===== src/rtl/seq_adder.sv =====
// ---------------------------------------------------------------------------
// seq_adder
//   Bit-serial unsigned adder. On start it captures a, b and cin, then adds
//   one bit per clock LSB-first. After WIDTH SHIFT cycles it loads sum/carry
//   and pulses done for one cycle. Results hold until the next completion.
//
// Parameters
//   WIDTH  operand width in bits (1..64)
//
// Ports
//   clk    single clock, rising edge
//   rst    synchronous active-high reset (priority over start)
//   start  begin an addition; accepted in IDLE or DONE, ignored while busy
//   a, b   unsigned operands, sampled only when start is accepted
//   cin    carry-in, sampled with the operands
//   busy   high exactly while the SHIFT state is active
//   done   one-cycle pulse in the DONE state; sum/carry valid from then on
//   sum    registered result sum
//   carry  registered result carry-out
//   ovf    (only with SEQ_ADDER_OVF_EN) signed overflow of the last addition
//
// Handshake: start is a single-cycle request with no ready signal; it is
//   taken on any rising edge where the FSM is in IDLE or DONE and rst is low.
//   The result is signalled by done alone.
//
// Configuration macro: SEQ_ADDER_OVF_EN adds the ovf output.
//
// Debug: the FSM state is held in the signal "state" (type state_t) so that
//   checkers can bind to it hierarchically.
// ---------------------------------------------------------------------------
module seq_adder #(
  parameter int WIDTH = 8
) (
  input  logic             clk,
  input  logic             rst,
  input  logic             start,
  input  logic [WIDTH-1:0] a,
  input  logic [WIDTH-1:0] b,
  input  logic             cin,
  output logic             busy,
  output logic             done,
  output logic [WIDTH-1:0] sum,
  output logic             carry
`ifdef SEQ_ADDER_OVF_EN
  ,
  output logic             ovf
`endif
);

  // A 1-bit counter is still needed for WIDTH=1 so the "last" compare works.
  localparam int CW = (WIDTH > 1) ? $clog2(WIDTH) : 1;

  typedef enum logic [1:0] {
    IDLE  = 2'd0,
    SHIFT = 2'd1,
    DONE  = 2'd2
  } state_t;

  state_t state;
  state_t state_next;

  logic [WIDTH-1:0] a_sh;
  logic [WIDTH-1:0] b_sh;
  logic [WIDTH-1:0] sum_sh;
  logic [WIDTH-1:0] sum_next;
  logic             c;
  logic             c_next;
  logic             res_bit;
  logic [CW-1:0]    cnt;
  logic             last;

  // One full-adder slice on the current LSBs. The new result bit enters the
  // sum register at the MSB so that after WIDTH shifts bit 0 lands at bit 0.
  // Written as shift-then-overwrite so it stays legal for WIDTH=1.
  always_comb begin
    res_bit  = a_sh[0] ^ b_sh[0] ^ c;
    c_next   = (a_sh[0] & b_sh[0]) | (a_sh[0] & c) | (b_sh[0] & c);
    sum_next = sum_sh >> 1;
    sum_next[WIDTH-1] = res_bit;
    last     = (cnt == CW'(WIDTH - 1));
  end

  // State register
  always_ff @(posedge clk) begin
    if (rst) state <= IDLE;
    else     state <= state_next;
  end

  // Next-state logic
  always_comb begin
    state_next = state;
    case (state)
      IDLE:    if (start) state_next = SHIFT;
      SHIFT:   if (last)  state_next = DONE;
      DONE:    state_next = start ? SHIFT : IDLE;
      default: state_next = IDLE;
    endcase
  end

  assign busy = (state == SHIFT);
  assign done = (state == DONE);

  // Datapath
  always_ff @(posedge clk) begin
    if (rst) begin
      a_sh   <= '0;
      b_sh   <= '0;
      sum_sh <= '0;
      c      <= 1'b0;
      cnt    <= '0;
      sum    <= '0;
      carry  <= 1'b0;
`ifdef SEQ_ADDER_OVF_EN
      ovf    <= 1'b0;
`endif
    end else begin
      case (state)
        IDLE, DONE: begin
          if (start) begin
            a_sh   <= a;
            b_sh   <= b;
            c      <= cin;
            sum_sh <= '0;
            cnt    <= '0;
          end
        end
        SHIFT: begin
          a_sh   <= a_sh >> 1;
          b_sh   <= b_sh >> 1;
          c      <= c_next;
          sum_sh <= sum_next;
          cnt    <= cnt + 1'b1;
          if (last) begin
            sum   <= sum_next;
            carry <= c_next;
`ifdef SEQ_ADDER_OVF_EN
            // On the MSB slice, c is the carry into the MSB and c_next the
            // carry out of it.
            ovf   <= c ^ c_next;
`endif
          end
        end
        default: ;
      endcase
    end
  end

endmodule


===== config.mk =====
export PLATFORM = sky130hd
export DESIGN_NAME = seq_adder
export DESIGN_NICKNAME = d
export VERILOG_FILES = /design/src/rtl/seq_adder.sv
export SDC_FILE = /design/constraint.sdc
export NUM_CORES = 1
export LEC_CHECK = 0
export ABC_AREA = 1
export CAP_MARGIN = 30
export CORE_ASPECT_RATIO = 1.4
export CORE_MARGIN = 3
export CORE_UTILIZATION = 56
export CTS_CLUSTER_SIZE = 8
export DETAILED_ROUTE_END_ITERATION = 8
export HOLD_SLACK_MARGIN = 0.03
export PLACE_DENSITY = 0.89
export SYNTH_ARGS = -nofsm -noshare
export SYNTH_HDL_FRONTEND = slang
export SYNTH_SLANG_ARGS = --single-unit
export TNS_END_PERCENT = 10

===== constraint.sdc =====
create_clock -name clk -period 1.9 [get_ports clk]
set_input_delay 0.285 -clock clk [delete_from_list [all_inputs] [get_ports clk]]
set_output_delay 0.285 -clock clk [all_outputs]
set_load 0.1 [all_outputs]

* Yosys cells after proc, flatten, opt, wreduce, memory -nomap -nowiden
Index checks and enable logic that the tools add are counted.
** Word-level totals
- Bits in registers :: 39
- Input bits :: 20
- Output and inout port bits :: 11
- Word-level logic and storage cells :: 42
** Operators by class
- $add $sub $neg :: 1
- Equality and inequality tests :: 6
- Multiplexer cells :: 14
- Bitwise gates (word level) :: 7
- Reductions and logical operators :: 6
** Operators with widths (number)
- 8-bit one-hot mux with 2 select lines :: 3
- 8-bit 2-to-1 mux :: 3
- 2-bit one-hot mux with 3 select lines :: 1
- 3-bit one-hot mux with 2 select lines :: 1
- 2-bit AND reduction :: 3
- 2-bit 2-to-1 mux :: 2
- 2-bit inequality test, second input constant :: 2
- 3-bit by 1-bit adder with 3-bit output, second input constant :: 1
- 1-bit bitwise AND :: 3
- 3-bit equality test, second input constant :: 1
- 3-bit 2-to-1 mux :: 1
- 2-bit by 1-bit equality test with 1-bit output, second input constant :: 1
- 2-bit equality test, second input constant :: 1
- 2-bit logical NOT :: 1
- 1-bit 2-to-1 mux :: 2
- 2-bit by 1-bit inequality test with 1-bit output, second input constant :: 1
- 1-bit bitwise OR :: 2
- 1-bit one-hot mux with 2 select lines :: 1
- 2-bit nonzero test :: 1
- 2-bit OR reduction :: 1
- 1-bit bitwise XOR :: 2

* Longest topological paths before layout
Gate-level depths: netlist of the first run.
- Depth after elaboration :: 4
- Mapped depth :: 7
- Depth with buffers taken out :: 7

* Least setup slack after synthesis of the first run
No wires, ideal clock.
- Kind :: reg2out
- Start :: register state[1]
- End :: output port done
- Data arrival time :: 1879 ps
- Setup slack :: -264 ps
- Cell stages (with the launch flop) :: 4
- Path buffers :: 1
- Path through :: dfxtp_1 inv_2 buf_2 nor2_1
** On the way
- Longest elaborated chain between the ends :: 1
** RTL lines
- start: declaration :: RTL line 59 : state_t state;
- start signal: assignment :: RTL line 86 : else state <= state_next;
- 2-bit equality test :: RTL line 101 : assign done = (state == DONE);
- end: declaration :: RTL line 41 : output logic done,
Every way passes these cells.

* Worst setup path after layout of the first run
- Start :: register state[0]
- End :: output port busy
** On the way
- Longest elaborated chain between the ends :: 1
** RTL lines
- 2-bit by 1-bit equality test with 1-bit output :: RTL line 100 : assign busy = (state == SHIFT);
- end: declaration :: RTL line 40 : output logic busy,
Every way passes these cells.

==> reports/metrics.sh, run 1 <==
RUN_STATUS='complete, no violations'
CRIT_PATH_START_KIND='register'
STARTING_DENSITY_PCT=60.45
SYNTH_FP_NETS=274
CRITPATHBUFINV=2
SYN-CELL-AREA_UM2=1792
GRT.OVERFLOW.TOTAL=0
POST-CTS-SETUP-BUFFER-COUNT=0
FLOORPLAN.CORE_AREA_UM2=2964
VERTICAL_EXTENT_OF_THE_DIE_UM=72.93
CELLPOWERDENSITY_nW_PER_UM2=780.1
DOMINANT_CELL_TYPE_BY_AREA_AFTER_SYNTHESIS='sky130_fd_sc_hd__dfxtp_1'
POWER.INTERNAL_uW=1222
TRACK_USAGE_PCT=22.34
SYNTHDISTINCTLIBCELLS=21
DETAILEDROUTE.FIRSTPASSITERATIONCOUNT=4
PIN_COUNT=31
PORT-BUFFER-COUNT=30
FINISH.UTILIZATION_PCT=72.69
POST_SYNTH_MAIN_AREA_CONTRIBUTORS='sky130_fd_sc_hd__dfxtp_1 (42%), sky130_fd_sc_hd__nand3_1 (13%), sky130_fd_sc_hd__nand2_1 (12%)'
FINALCRITICALPERIOD_NS=1.664
NETSWITCHINGPOWER_uW=458.5
CP_SLOWEST_CELL='sky130_fd_sc_hd__dfxtp_1'
SYNTH.FF_LATCH_COUNT=38
NUMCTSBUFFERS=5
SEQUENTIAL_CELL_AREA_FRACTION_IN_THE_YOSYS_REPORT_PCT=42.46
SHARE_OF_POST_ROUTE_CELLS_WITH_DRIVE_STRENGTH_ABOVE_1_PCT=12.86
CHIPWIDTH_UM=53.81
HTREE_NUM_LEVELS=2
REQUIRED_TIME_WORST_ENDPOINT_NS=1.62
FP.DIEAREA_UM2=3924
ACHIEVABLE-FREQUENCY_MHz=600.9
ROUTED-VIA-COUNT=1647
CRIT_PATH_MAX_FANOUT=12
POWER.LEAKAGE_uW=0.001023
POST_SYNTH_INST_COUNT=251
NUMBER_OF_DESIGN_RULE_VIOLATIONS_LEFT_AFTER_DETAIL_ROUTING=0
NNETSFINAL=303
ENDPOINT_KIND='output port'
N_FILL_CELL=257
ROWS=23
MAX_SLEW.WORST_PIN.SLEW_NS=0.4860
WORST_SKEW_PAIR.LATE_LATENCY_NS=0.29
TOTALWIRELENGTH_UM=3801
AREA.GROWTH.SYNTH_TO_FINAL_PCT=20.25
ROOT_BUFFER='sky130_fd_sc_hd__clkbuf_8'
CLK_PIN_SLEW_NS=0.07
TIMING.SETUP.TNS_NS=0
CRITICAL_PATH.CELL_CHAIN='inv_4, nor2_4, buf_12'
YOSYSWARNINGCOUNT=0
POSTCTSHOLDBUFS=0
FINALMAXSLEWVIOLATIONS=0
ANTENNA_CELLS_INSERTED=0
DRV_CAP=0
AVG_SYNTHESIZED_CELL_AREA_UM2=7.138
DETAILEDPLACEMENTHPWL_UM=2597
GP_CONGESTION=0.7734
GRT_PASS1_WL_UM=6444
DETAIL_ROUTE.WL_PER_CELL_UM=11.99
CP_DATA_ARRIVAL_TIME_NS=1.38
YOSYS.AREA.TOP_TYPE_SHARE_PCT=42.46
LARGEST_DELAY_CONTRIBUTOR_FAMILY_ON_THE_CRITICAL_PATH='flip-flops'
GLOBAL_ROUTE.USAGE.MET3_PCT=5.726
YS.FLOP_TYPE='sky130_fd_sc_hd__dfxtp_1'
GRT_SETUP_UNREPAIRED='false'
ANT_NETS=0
SWITCHING_SHARE_PCT=27.28
FIRST_GLOBAL_VIAS=1543
POWER.SEQUENTIAL.FRACTION_PCT=51.4
YS_TOP_CELLS_BY_COUNT='sky130_fd_sc_hd__nand2_1 (57), sky130_fd_sc_hd__nand3_1 (48), sky130_fd_sc_hd__dfxtp_1 (38), sky130_fd_sc_hd__inv_1 (31), sky130_fd_sc_hd__nor2_1 (16)'
FINAL-SETUP-VIOL-COUNT=0
SHARE_CLK_OF_TOTAL_POWER_PCT=30.6
CLOCK_SINKS=38
GRT_START_MAX_NET_PINS=28
GRT.BUSIEST_LAYER='met2'
HOLD_PATH.CLASS='register to register'
HOLD_VIOL=0
DETAIL_ROUTE.ITER0.VIOLATIONS=72
POST-ROUTE-PERIOD-UTIL_PCT=87.59
IR_WORST_VDD_uV=659.4
GRT_ANTENNA_BEFORE_REPAIR=0
CTS_TREE='done'
CTS-ROOT-TO-SINK-BUFFERS=2
FIN_WORST_SKEW_NS=0.003808
TIMING_WORST_SETUP_PATH_TYPE='register to output port'
TIMING.MAX_SLEW.REL_SLACK_PCT=67.48
GRT.MET2_USAGE_PCT=37.20
CP_SLOWEST_STAGE_DELAY_NS=0.49
POST_DRT_VIA_CELL_RATIO=5.196
CTS_REPAIR_RESIZE_COUNT=0
YOSYS.CELL_COUNT.TOP_TYPE='sky130_fd_sc_hd__nand2_1'
POSTSYNTH.ASYNCRESETSHARE_PCT=0
SYNTH_ENABLE_FLOP_CELLS=0
GR-USAGE-MET1_PCT=25.23
P_COMB_SHARE_PCT=18.0
sequential cells by signal, summed over array words and instances (netlist names):
signal  flops
carry       1
sum_sh      7
state       2
b_sh        8
cnt         3
sum         8
c           1
a_sh        8
metal layers:
metal  vias to the layer above  routed length (um)
li1                        845                   -
met1                       744                1501
met2                        48                1987
met3                        10                 222
met4                         0                  90
met5                         -                   0
area by class of cell:
cell class / instances / area, um^2 / share of cell area, %
clock buffer: 7 / 76.32 / 3.542
inverter: 35 / 133.9 / 6.214
multi-input combinational: 163 / 787.0 / 36.53
sequential: 38 / 760.7 / 35.31
tap: 37 / 46.29 / 2.149
timing repair buffer: 37 / 350.3 / 16.26
worst paths after layout:
check / endpoint / slack (ns) / startpoint / cells after the start
worst max-delay path: busy / 0.24 / state[0] / 3
worst min register to register: sum[4] / 0.47 / sum_sh[5] / 2
worst min-delay path: sum[4] / 0.47 / sum_sh[5] / 2
worst max register to register: state[0] / 0.48 / state[1] / 5
cell usage in the layout, fill, tap and decap left out:
cell                              instances
sky130_fd_sc_hd__o21ai_0                  2
sky130_fd_sc_hd__nand3b_1                 3
sky130_fd_sc_hd__ha_1                     2
sky130_fd_sc_hd__nand2_2                  4
sky130_fd_sc_hd__nor2_2                   1
sky130_fd_sc_hd__a21oi_2                  3
sky130_fd_sc_hd__clkbuf_1                 2
sky130_fd_sc_hd__nand3_1                 48
sky130_fd_sc_hd__nor2_1                  15
sky130_fd_sc_hd__buf_4                   16
sky130_fd_sc_hd__nand2_1                 57
sky130_fd_sc_hd__inv_1                   31
sky130_fd_sc_hd__dfxtp_1                 38
sky130_fd_sc_hd__nor2_4                   1
sky130_fd_sc_hd__inv_2                    3
sky130_fd_sc_hd__clkbuf_8                 5
sky130_fd_sc_hd__clkdlybuf4s50_1         19
sky130_fd_sc_hd__fa_1                     1
sky130_fd_sc_hd__inv_4                    1
sky130_fd_sc_hd__nor3_1                  15
sky130_fd_sc_hd__buf_12                   2
sky130_fd_sc_hd__a21oi_1                 11
cell families after synthesis:
family	count (synthesis)	synth area share (%)
flip-flops	38	42.46
adder cells (fa/ha/maj)	3	2.514
AO/OA/AOI/OAI	16	5.098
AND/OR/NAND/NOR	144	36.17
buffers and inverters	50	13.76
through the flow:
stage	cell area [um^2]	hold WS (ns)	total power, uW	instances	setup slack [ns]
after floorplan	1794	0.3541	1102	251	0.2024
after global placement	2078	0.4561	1174	310	0.4473
after detailed placement	2078	0.4550	1183	310	0.3969
after CTS	2155	0.4714	1700	317	0.2221
after global routing	2155	0.4950	1769	317	0.1506
final	2155	0.4687	1681	317	0.2357
worst min-delay path: stages, from the launching register on:
cell	delay (ns)
sky130_fd_sc_hd__dfxtp_1	0.32
sky130_fd_sc_hd__nand2_1	0.06
sky130_fd_sc_hd__nand2_1	0.04
power by group through the flow:
stage	Clock [uW]	Combinational [uW]	Sequential, uW
final	514	303	864
after global routing	556	344	869
after CTS	531	305	864
after detailed placement	0	302	881
after global placement	0	294	880
after floorplan	0	229	873
Power figures use the tool's default switching activity.
==> run 2: changes to the inputs <==
--- a/config.mk
+++ b/config.mk
@@ -7,9 +7,11 @@
 export LEC_CHECK = 0
 export ABC_AREA = 1
 export CAP_MARGIN = 30
+export CELL_PAD_IN_SITES_DETAIL_PLACEMENT = 0
+export CELL_PAD_IN_SITES_GLOBAL_PLACEMENT = 1
 export CORE_ASPECT_RATIO = 1.4
 export CORE_MARGIN = 3
-export CORE_UTILIZATION = 56
+export CORE_UTILIZATION = 40
 export CTS_CLUSTER_SIZE = 8
 export DETAILED_ROUTE_END_ITERATION = 8
 export HOLD_SLACK_MARGIN = 0.03
==> run 2 against run 1 <==
Utilization shrank 21 points. Setup slack lost 0.018 ns. First-iteration DRC count shrank 13%. Power grew 0.47%. Via count shrank 3.5%. Worst hold slack lost 0.0045 ns. Clock skew grew 0.00080 ns. Sequential cell count is the same. Combinational power grew 1%. Sequential share of layout area shrank 0.78 points. Highest routed layer unchanged.
==> reports/metrics.sh, run 2 (synthesis gave the netlist of run 1 again) <==
POSTLAYOUTSETUPSLACKWORST_NS=0.2180  # was 0.2357 ns
GRT_SETUP_UNREPAIRED='false'  # unchanged
GRT_ANTENNA_BEFORE_REPAIR=0  # unchanged
MOST-COMMON-LAYOUT-CELLS='sky130_fd_sc_hd__nand2_1 (57), sky130_fd_sc_hd__nand3_1 (48), sky130_fd_sc_hd__dfxtp_1 (38)'  # unchanged
DETAILEDROUTE.FIRSTPASSITERATIONCOUNT=4  # unchanged
CLK_PIN_SLEW_NS=0.07  # about the same
FINALCRITICALPERIOD_NS=1.682  # was 1.664 ns
LAYOUT_COMMONEST_CELL='sky130_fd_sc_hd__nand2_1'  # unchanged
CRIT_PATH_MAX_FANOUT=15  # was 12
CHIPWIDTH_UM=62.57  # was 53.81 um
CTS-ROOT-TO-SINK-BUFFERS=2  # unchanged
TOTALWIRELENGTH_UM=3785  # was 3801 um
ROOT_BUFFER='sky130_fd_sc_hd__clkbuf_8'  # unchanged
CLOCK_SINKS=38  # unchanged
RUN_STATUS='complete, no violations'  # unchanged
IR_WORST_VDD_uV=513.4  # was 659.4 uV
VERTICAL_EXTENT_OF_THE_DIE_UM=85.19  # was 72.93 um
NNETSFINAL=304  # was 303
DETAIL_ROUTE.ITER0.VIOLATIONS=63  # was 72
REQUIRED_TIME_WORST_ENDPOINT_NS=1.62  # about the same
FINALMAXSLEWVIOLATIONS=0  # unchanged
DETAILEDPLACEMENTHPWL_UM=2541  # was 2597 um
DETAIL_ROUTE.WL_PER_CELL_UM=11.10  # was 11.99 um
AREA.GROWTH.SYNTH_TO_FINAL_PCT=22.97  # was 20.25%
CRIT_PATH_START_KIND='register'  # unchanged
TRACK_USAGE_PCT=15.64  # was 22.34%
POST-CTS-SETUP-BUFFER-COUNT=0  # unchanged
PRE_CTS_SLACK_NS=0.3572  # was 0.3969 ns
FINAL-SETUP-VIOL-COUNT=0  # unchanged
FINISH.UTILIZATION_PCT=51.55  # was 72.69%
WORST_SKEW_PAIR.LATE_LATENCY_NS=0.29  # about the same
POSTCTSHOLDBUFS=0  # unchanged
PIN_COUNT=31  # unchanged
HOLD_PATH.CLASS='register to register'  # unchanged
PLACED_CELL_AREA_UM2=2127  # was 2078 um^2
CTS_REPAIR_RESIZE_COUNT=0  # unchanged
POST-ROUTE-PERIOD-UTIL_PCT=88.52  # was 87.59%
FLOORPLAN.CORE_AREA_UM2=4274  # was 2964 um^2
HOLD_SLACK_NS=0.4643  # was 0.4687 ns
GP_CONGESTION=0.7623  # was 0.7734
CELLPOWERDENSITY_nW_PER_UM2=766.5  # was 780.1 nW/um^2
TIMING_WORST_SETUP_PATH_TYPE='register to output port'  # unchanged
HOLD_VIOL=0  # unchanged
POST_DRT_VIA_CELL_RATIO=4.660  # was 5.196
GRT_START_MAX_NET_PINS=34  # was 28
CTS_TREE='done'  # unchanged
MAX_SLEW.WORST_PIN.SLEW_NS=0.5021  # was 0.4860 ns
GRT_PASS1_WL_UM=6658  # was 6444 um
FP.DIEAREA_UM2=5330  # was 3924 um^2
FIRST_GLOBAL_VIAS=1538  # was 1543
ACHIEVABLE-FREQUENCY_MHz=594.5  # was 600.9 MHz
CP_DATA_ARRIVAL_TIME_NS=1.40  # was 1.38 ns
ENDPOINT_KIND='output port'  # unchanged
N_FILL_CELL=469  # was 257
ANTENNA_CELLS_INSERTED=0  # unchanged
STARTING_DENSITY_PCT=41.92  # was 60.45%
DRV_CAP=0  # unchanged
GRT.OVERFLOW.TOTAL=0  # unchanged
STDCELL_AREA_UM2=2203  # was 2155 um^2
ROWS=28  # was 23
TIMING.MAX_SLEW.REL_SLACK_PCT=66.41  # was 67.48%
NUMBER_OF_DESIGN_RULE_VIOLATIONS_LEFT_AFTER_DETAIL_ROUTING=0  # unchanged
ANT_NETS=0  # unchanged
ROUTED-VIA-COUNT=1589  # was 1647
TIMING.SETUP.TNS_NS=0  # unchanged
SHARE_OF_POST_ROUTE_CELLS_WITH_DRIVE_STRENGTH_ABOVE_1_PCT=13.17  # was 12.86%
LARGESTREGISTERS='a_sh: 8 flops, b_sh: 8 flops, sum: 8 flops'  # unchanged
FIN_WORST_SKEW_NS=0.004606  # was 0.003808 ns
NUMCTSBUFFERS=5  # unchanged
PORT-BUFFER-COUNT=30  # unchanged
HTREE_NUM_LEVELS=2  # unchanged
POWER.LEAKAGE_uW=0.001033  # was 0.001023 uW
## run 2: critical path, stage by stage, from the launching register on
cell,delay (ns)
sky130_fd_sc_hd__dfxtp_1,0.43
sky130_fd_sc_hd__inv_4,0.06
sky130_fd_sc_hd__nor2_4,0.37
sky130_fd_sc_hd__buf_12,0.24
## run 2: path summary, 6_finish.rpt
| check | startpoint | end | slack, ns | cells after the start |
|---|---|---|---|---|
| max reg2reg | state[0] | sum[0] | 0.49 | 5 |
| min reg2reg | cnt[0] | cnt[0] | 0.46 | 1 |
| min | cnt[0] | cnt[0] | 0.46 | 1 |
| max | state[0] | busy | 0.22 | 3 |
## run 2: area by class of cell
type	instances	area (um^2)	share of cell area, %
Inverter	35	133.9	6.076
Timing Repair Buffer	38	370.4	16.81
Tap cell	60	75.07	3.407
Sequential cell	38	760.7	34.53
Clock buffer	7	76.32	3.464
Multi-Input combinational cell	163	787.0	35.72
## run 2: per-stage QoR
step | power (uW) | std cells
5_1_grt | 1791 | 341
4_1_cts | 1713 | 341
6_report | 1689 | 341
3_3_place_gp | 1187 | 334
2_1_floorplan | 1102 | 251
3_5_place_dp | 1188 | 334
## run 2: where the power goes
part	internal [uW]	switching, uW	total, uW
Sequential	841	20.1	862
Combinational	133	174	307
Clock	253	268	520
Total	1230	462	1690
## run 2: layer usage
layer / up-vias / track usage, % / part of all wire [%]
met1: 708 / 18.05 / 45
met3: 5 / 4.901 / 4.8
met4: 0 / 7.229 / 1.8
met5: - / 0 / 0
li1: 851 / - / -
met2: 25 / 26.31 / 48
==> run 3: changes to the inputs <==
--- a/config.mk
+++ b/config.mk
@@ -14,6 +14,7 @@
 export CORE_UTILIZATION = 40
 export CTS_CLUSTER_SIZE = 8
 export DETAILED_ROUTE_END_ITERATION = 8
+export GPL_TIMING_DRIVEN = 0
 export HOLD_SLACK_MARGIN = 0.03
 export PLACE_DENSITY = 0.89
 export SYNTH_ARGS = -nofsm -noshare
==> run 3 against run 2 <==
Cell count increased by 1.8%. Sequential share of layout area decreased by 0.46 points. Register-to-register slack improved by 0.16 ns. Count of clock-buffer cells in the layout decreased by 1. Highest routed layer unchanged. Critical endpoint is now done.
==> reports/metrics.sh, run 3 (synthesis gave the netlist of run 1 again) <==
FINALCRITICALPERIOD_NS=1.782  # was 1.682 ns
CRITICAL_PATH.CELL_CHAIN='inv_2, buf_2, nor2_2, buf_2'  # was inv_4, nor2_4, buf_12
CP_DATA_ARRIVAL_TIME_NS=1.50  # was 1.40 ns
ANT_NETS=0  # unchanged
PORT-BUFFER-COUNT=30  # unchanged
DETAIL_ROUTE.ITER0.VIOLATIONS=62  # was 63
DRV_CAP=0  # unchanged
NUMBER_OF_DESIGN_RULE_VIOLATIONS_LEFT_AFTER_DETAIL_ROUTING=0  # unchanged
NNETSFINAL=311  # was 304
FINISH.UTILIZATION_PCT=52.25  # was 51.55%
PIN_COUNT=31  # unchanged
MOST-COMMON-LAYOUT-CELLS='sky130_fd_sc_hd__nand2_1 (57), sky130_fd_sc_hd__nand3_1 (48), sky130_fd_sc_hd__dfxtp_1 (38)'  # unchanged
PRE_CTS_SLACK_NS=-0.4000  # was 0.3572 ns
AREA.GROWTH.SYNTH_TO_FINAL_PCT=24.65  # was 22.97%
CHIPWIDTH_UM=62.57  # unchanged
GRT_START_MAX_NET_PINS=11  # was 34
FP.DIEAREA_UM2=5330  # unchanged
GRT.OVERFLOW.TOTAL=0  # unchanged
ROUTED-VIA-COUNT=1626  # was 1589
CRITPATHBUFINV=3  # was 2
FLOORPLAN.CORE_AREA_UM2=4274  # unchanged
DETAILEDROUTE.FIRSTPASSITERATIONCOUNT=4  # unchanged
ANTENNA_CELLS_INSERTED=0  # unchanged
CTS-ROOT-TO-SINK-BUFFERS=2  # unchanged
NUMCTSBUFFERS=5  # unchanged
CPMOSTUSEDCELL='sky130_fd_sc_hd__buf_2'
FIN_WORST_SKEW_NS=0.005875  # was 0.004606 ns
HOLD_VIOL=0  # unchanged
FIRST_GLOBAL_VIAS=1578  # was 1538
GP_CONGESTION=0.7446  # was 0.7623
RUN_STATUS='complete, no violations'  # unchanged
LAYOUT_COMMONEST_CELL='sky130_fd_sc_hd__nand2_1'  # unchanged
TIMING.MAX_SLEW.REL_SLACK_PCT=36.46  # was 66.41%
ENDPOINT_KIND='output port'  # unchanged
CTS_TREE='done'  # unchanged
HTREE_NUM_LEVELS=2  # unchanged
CP_SLOWEST_CELL='sky130_fd_sc_hd__buf_2'  # was sky130_fd_sc_hd__dfxtp_1
FINALMAXSLEWVIOLATIONS=0  # unchanged
LARGEST_DELAY_CONTRIBUTOR_FAMILY_ON_THE_CRITICAL_PATH='buffers and inverters'  # was flip-flops
ROWS=28  # unchanged
CLOCK_SINKS=38  # unchanged
LARGESTREGISTERS='a_sh: 8 flops, b_sh: 8 flops, sum: 8 flops'  # unchanged
DETAILEDPLACEMENTHPWL_UM=2798  # was 2541 um
HOLD_PATH.CLASS='register to register'  # unchanged
CP_SLOWEST_STAGE_DELAY_NS=0.42  # was 0.43 ns
SHARE_OF_POST_ROUTE_CELLS_WITH_DRIVE_STRENGTH_ABOVE_1_PCT=12.20  # was 13.17%
IR_WORST_VDD_uV=528.6  # was 513.4 uV
CLK_PIN_SLEW_NS=0.07  # about the same
WORST_SKEW_PAIR.LATE_LATENCY_NS=0.29  # about the same
TIMING.SETUP.TNS_NS=0  # unchanged
DP.CELLS=341  # was 334
TIMING_WORST_SETUP_PATH_TYPE='register to output port'  # unchanged
POSTLAYOUTSETUPSLACKWORST_NS=0.1179  # was 0.2180 ns
CRIT_PATH_START_KIND='register'  # unchanged
GRT_SETUP_UNREPAIRED='false'  # unchanged
POWER.LEAKAGE_uW=0.001080  # was 0.001033 uW
FINAL-SETUP-VIOL-COUNT=0  # unchanged
ACHIEVABLE-FREQUENCY_MHz=561.1  # was 594.5 MHz
CELLPOWERDENSITY_nW_PER_UM2=776.8  # was 766.5 nW/um^2
VERTICAL_EXTENT_OF_THE_DIE_UM=85.19  # unchanged
GRT_PASS1_WL_UM=7155  # was 6658 um
MAX_SLEW.WORST_PIN.SLEW_NS=0.9569  # was 0.5021 ns
TRACK_USAGE_PCT=16.87  # was 15.64%
STDCELL_COUNT=347  # was 341
CRIT_PATH_MAX_FANOUT=10  # was 15
ROOT_BUFFER='sky130_fd_sc_hd__clkbuf_8'  # unchanged
POST_DRT_VIA_CELL_RATIO=4.686  # was 4.660
STARTING_DENSITY_PCT=41.92  # unchanged
TOTALWIRELENGTH_UM=3999  # was 3785 um
GRT_ANTENNA_BEFORE_REPAIR=0  # unchanged
DETAIL_ROUTE.WL_PER_CELL_UM=11.52  # was 11.10 um
REQUIRED_TIME_WORST_ENDPOINT_NS=1.62  # about the same
POST-ROUTE-PERIOD-UTIL_PCT=93.80  # was 88.52%
[run 3: timing repair]
| action | in CTS | in global routing |
|---|---|---|
| hold buffers | 0 | 0 |
| gates resized for setup | 20 | 0 |
| buffers inserted | 0 | 0 |
| setup endpoints to repair | 11 | 0 |
[run 3: area by class of cell]
type	instances	area (um^2)
repair buffers	30	281.5
inverters	35	133.9
plain buffers	15	112.6
flip-flops and latches	38	760.7
well taps	60	75.07
multi-input cells	163	787.0
fillers	467	2041
clock buffers	6	82.58
[run 3: path summary, 6_finish.rpt]
check | start | end | slack (ns) | cells after the start
setup / recovery | state[1] | done | 0.12 | 4
setup reg to reg | state[0] | a_sh[4] | 0.65 | 7
hold reg to reg | cnt[0] | cnt[0] | 0.46 | 1
hold / removal | cnt[0] | cnt[0] | 0.46 | 1
[run 3: metal layers]
layer | track usage (%) | up-vias | part of all wire (%)
li1 | - | 867 | -
met2 | 28.16 | 28 | 48
met3 | 5.430 | 9 | 4.5
met4 | 7.229 | 0 | 2.2
met1 | 19.83 | 722 | 45
met5 | 0 | - | 0
[run 3: power breakdown]
part           total (uW)  internal, uW  leakage (uW)  switching [uW]
registers             859           841      0.000311            17.6
logic                 322           139      0.000726             183
clock network         554           280     0.0000431             274
[run 3: metrics by stage]
step                      power, uW  hold WS [ns]  cell area (um^2)
final                          1735        0.4628              2233
after global routing           1834        0.4856              2233
after CTS                      1755        0.4623              2233
after detailed placement       1203        0.4489              2170
after global placement         1201        0.4438              2170
after floorplan                1102        0.3541              1794
==> patch 1, RTL diff (flow settings as in run 1) <==
Make the reset (`rst`) asynchronous in 2 clocked blocks. Comments in the files are not updated.
--- a/src/rtl/seq_adder.sv
+++ b/src/rtl/seq_adder.sv
@@ -83,3 +83,3 @@
   // State register
-  always_ff @(posedge clk) begin
+  always_ff @(posedge clk or posedge rst) begin
     if (rst) state <= IDLE;
@@ -103,3 +103,3 @@
   // Datapath
-  always_ff @(posedge clk) begin
+  always_ff @(posedge clk or posedge rst) begin
     if (rst) begin
Behaviour: differs if rst is asserted again (counterexample within 4 cycles, from zero or initial values and one cycle with rst high); with rst held inactive, the same outputs for 10 cycles.
==> patch 1 against run 1 <==
  * Synthesized cell count shrank 12%
  * Non-clock buffer count decreased by 4
  * Routed wire length down 7.3%
  * Critical path type unchanged
  * Synthesized area up 4.5%
  * Final area increased by 5.6%
  * Register-to-register slack worse by 100 ps
  * Cell count decreased by 8.5%
  * Maximum frequency down 6.2%
  * Sequential share of layout area is 6.5 points higher
  * Worst setup slack got worse by 110 ps
  * Sequential cell count unchanged
Power is not compared: it rests on default switching activity, and its combinational part moved more than twofold at a synthesized area within 25%.
==> patch 1: results (changes against run 1) <==
metric,value,unit,change
largest net degree at the start of global routing,39,,+39%
leading post-synthesis cells by cell area,"dfrtp_1 51%, nand2_1 14%, inv_1 8.0%",,
Post-synth ARST share,100,%,+100 points
Final nets,274,,-9.6%
register area,951,µm²,+25%
via count,1454,,-12%
final HPWL from detailed placement,2360,µm,-9.0%
RR Endpoint,a_sh[0],,
"Net Count, Synth",243,,-11%
fillers,242,,-5.8%
share of cells above drive strength 1,15.5,%,+2.7 points
# placed instances,283,,-8.7%
routed wire length,3520,µm,-7.3%
post-synthesis sequential area ratio,50.8,%,+8.3 points
Routability Congestion,0.770,,-0.45%
WP data arrival,1490,ps,+110 ps
post-layout min period,1770,ps,+110 ps
vias per cell,5.01,,-3.5%
Synth top cells by count,"70 x nand2_1, 40 x inv_1, 38 x dfrtp_1",,
outcome,"finished, final reports clean",,
worst-case reg-to-reg path depth,6,,+1
htree depth,2,,unchanged
Critical Path Source,state[0],,
crit-path max FO,12,,unchanged
R2R setup slack,380,ps,-100 ps
first-pass GRT wire length,6020,µm,-6.6%
post-synthesis compound-gate area fraction,6.68,%,+1.6 points
Worst slew margin,68.1,%,+0.60 points
Total GRT Usage,20.7,%,-1.6 points
number of global-route vias before repair,1378,,-11%
1st-iter DRT viols,62,,-14%
Synth Area per Inst,8.51,µm²,+19%
hold_ws,430,ps,-38.9 ps
clock skew,2.15,ps,-1.66 ps
pre-CTS WS,398,ps,+0.729 ps
Hold Path Class,in -> async,,
Placed Area,2160,µm²,+4.0%
area share of fa/ha/maj cells after synthesis,2.41,%,-0.11 points
patch 1: cell count changes in the layout (fill, tap and decap cells not counted), moves of 10 or more:
cell and delta:
nor3_1 -15, nor2_1 -14, dfrtp_1 +38, nand2_1 +13, dfxtp_1 -38, a21oi_1 -10, nand3_1 -18
patch 1: cell type report:
type	count	share of cell area [%]
flip-flops and latches	38	41.8
clock inverters	1	1.32
well taps	39	2.15
repair buffers	33	14.1
multi-input cells	130	29.6
inverters	43	7.43
clock buffers	6	3.63
patch 1: per-layer routing:
| metal | track usage, % | part of all wire [%] | vias up |
|---|---|---|---|
| met5 | 0 | 0 | - |
| met4 | 7.48 | 1.4 | 0 |
| met3 | 6.01 | 4.8 | 6 |
| met2 | 33.8 | 54 | 40 |
| met1 | 25.6 | 40 | 684 |
| li1 | - | - | 724 |
patch 1: critical path, stage by stage (launching register included):
cell     delay, ps
dfrtp_1        590
inv_4           80
nor2_4         290
buf_12         220
==> patch 2, RTL diff (flow settings as in run 1) <==
Made on the original files. The parameter `WIDTH` goes from 8 to 16.
--- a/src/rtl/seq_adder.sv
+++ b/src/rtl/seq_adder.sv
@@ -31,3 +31,3 @@
 module seq_adder #(
-  parameter int WIDTH = 8
+  parameter int WIDTH = 16
 ) (
Ports: changed (resized a, b and sum); port bits go from 31 to 55. No check against the original RTL was run, so the function may have changed too.
==> patch 2 against run 1 <==
  * Synthesized area grew 73%
  * Global-route usage is 1.3 points higher
  * Die area rose by 65%
  * Cell count up 77%
  * Routed wire length is 83% higher
  * Worst hold slack improved by 8.4 ps
  * Final area is 79% higher
  * First-iteration DRC count grew to 3.0 times the old value
  * Sequential cell count increased by 33
  * Power rose by 94%
  * Worst setup slack better by 6.2 ps
  * Critical path type is now reg -> reg
  * Critical endpoint is now sum[14]
  * Largest cell class is now registers
==> patch 2: results (changes against run 1) <==
metric,value,unit,change
synthesized instance count,444,,+77%
vias per cell,5.34,,+2.8%
sequential power share,48.3,%,-3.1 points
Placed Area,3640,µm²,+75%
pre-CTS WS,287,ps,-110 ps
met2 usage in global routing,42.5,%,+5.3 points
share of cells above drive strength 1,10.5,%,-2.3 points
# placed instances,544,,+75%
RR Endpoint,sum[14],,
post-synthesis compound-gate area fraction,8.64,%,+3.5 points
grt met3 use,5.87,%,+0.14 points
WL/cell,12.4,µm,+3.4%
worst-case reg-to-reg path depth,7,,+2
drt first pass iters,8,,+4
"slowest stage delay, CP",390,ps,-100 ps
area share of fa/ha/maj cells after synthesis,1.05,%,-1.5 points
Routability Congestion,0.822,,+6.3%
P_int,2.44,mW,+100%
first-pass GRT wire length,11800,µm,+84%
IO Port Bufs,54,,+80%
worst skew pair latency,350,ps,+60 ps
global routing usage on met1,25.9,%,+0.62 points
outcome,"finished, final reports clean",,
largest net degree at the start of global routing,44,,+57%
"Net Count, Synth",482,,+76%
leakage,1.60,nW,+57%
met3 wire length,368,µm,+66%
1st-iter DRT viols,215,,+200%
clock skew,7.16,ps,+3.35 ps
post-synthesis sequential area ratio,45.9,%,+3.4 points
Synth top cells by count,"110 x nand3_1, 81 x nand2_1, 71 x dfxtp_1",,
R2R setup slack,240,ps,-240 ps
fillers,437,,+70%
flip-flop and latch power,1.58,mW,+83%
number of global-route vias before repair,2821,,+83%
htree depth,3,,+1
crit-path max FO,31,,+19
-- patch 2: worst max path at each step --
| stage | slack, ps | end | from | cells after the start |
|---|---|---|---|---|
| 4_1_cts | 260 | sum[14] | cnt[0] | 7 |
| 2_1_floorplan | 150 | done | state[0] | 3 |
| 3_5_place_dp | 290 | sum[14] | cnt[0] | 7 |
| 3_3_place_gp | 370 | a_sh[5] | start | 6 |
| 5_1_grt | 100 | sum[14] | cnt[0] | 7 |
| 6_report | 240 | sum[14] | cnt[0] | 7 |
-- patch 2: final cells by class --
cell class	count	area [µm²]	area share, %
Sequential cell	71	1420	36.9
Multi-Input combinational cell	291	1340	34.8
Timing Repair Buffer	65	601	15.6
Inverter	51	191	4.97
Clock buffer	10	128	3.32
Clock inverter	6	85.1	2.21
Tap cell	66	82.6	2.15
-- patch 2: worst min-delay path, delay by kind of cell, from the launching register on --
family           cells  cell delay [ps]
DFF                  1              320
and+or+nand+nor      2              120
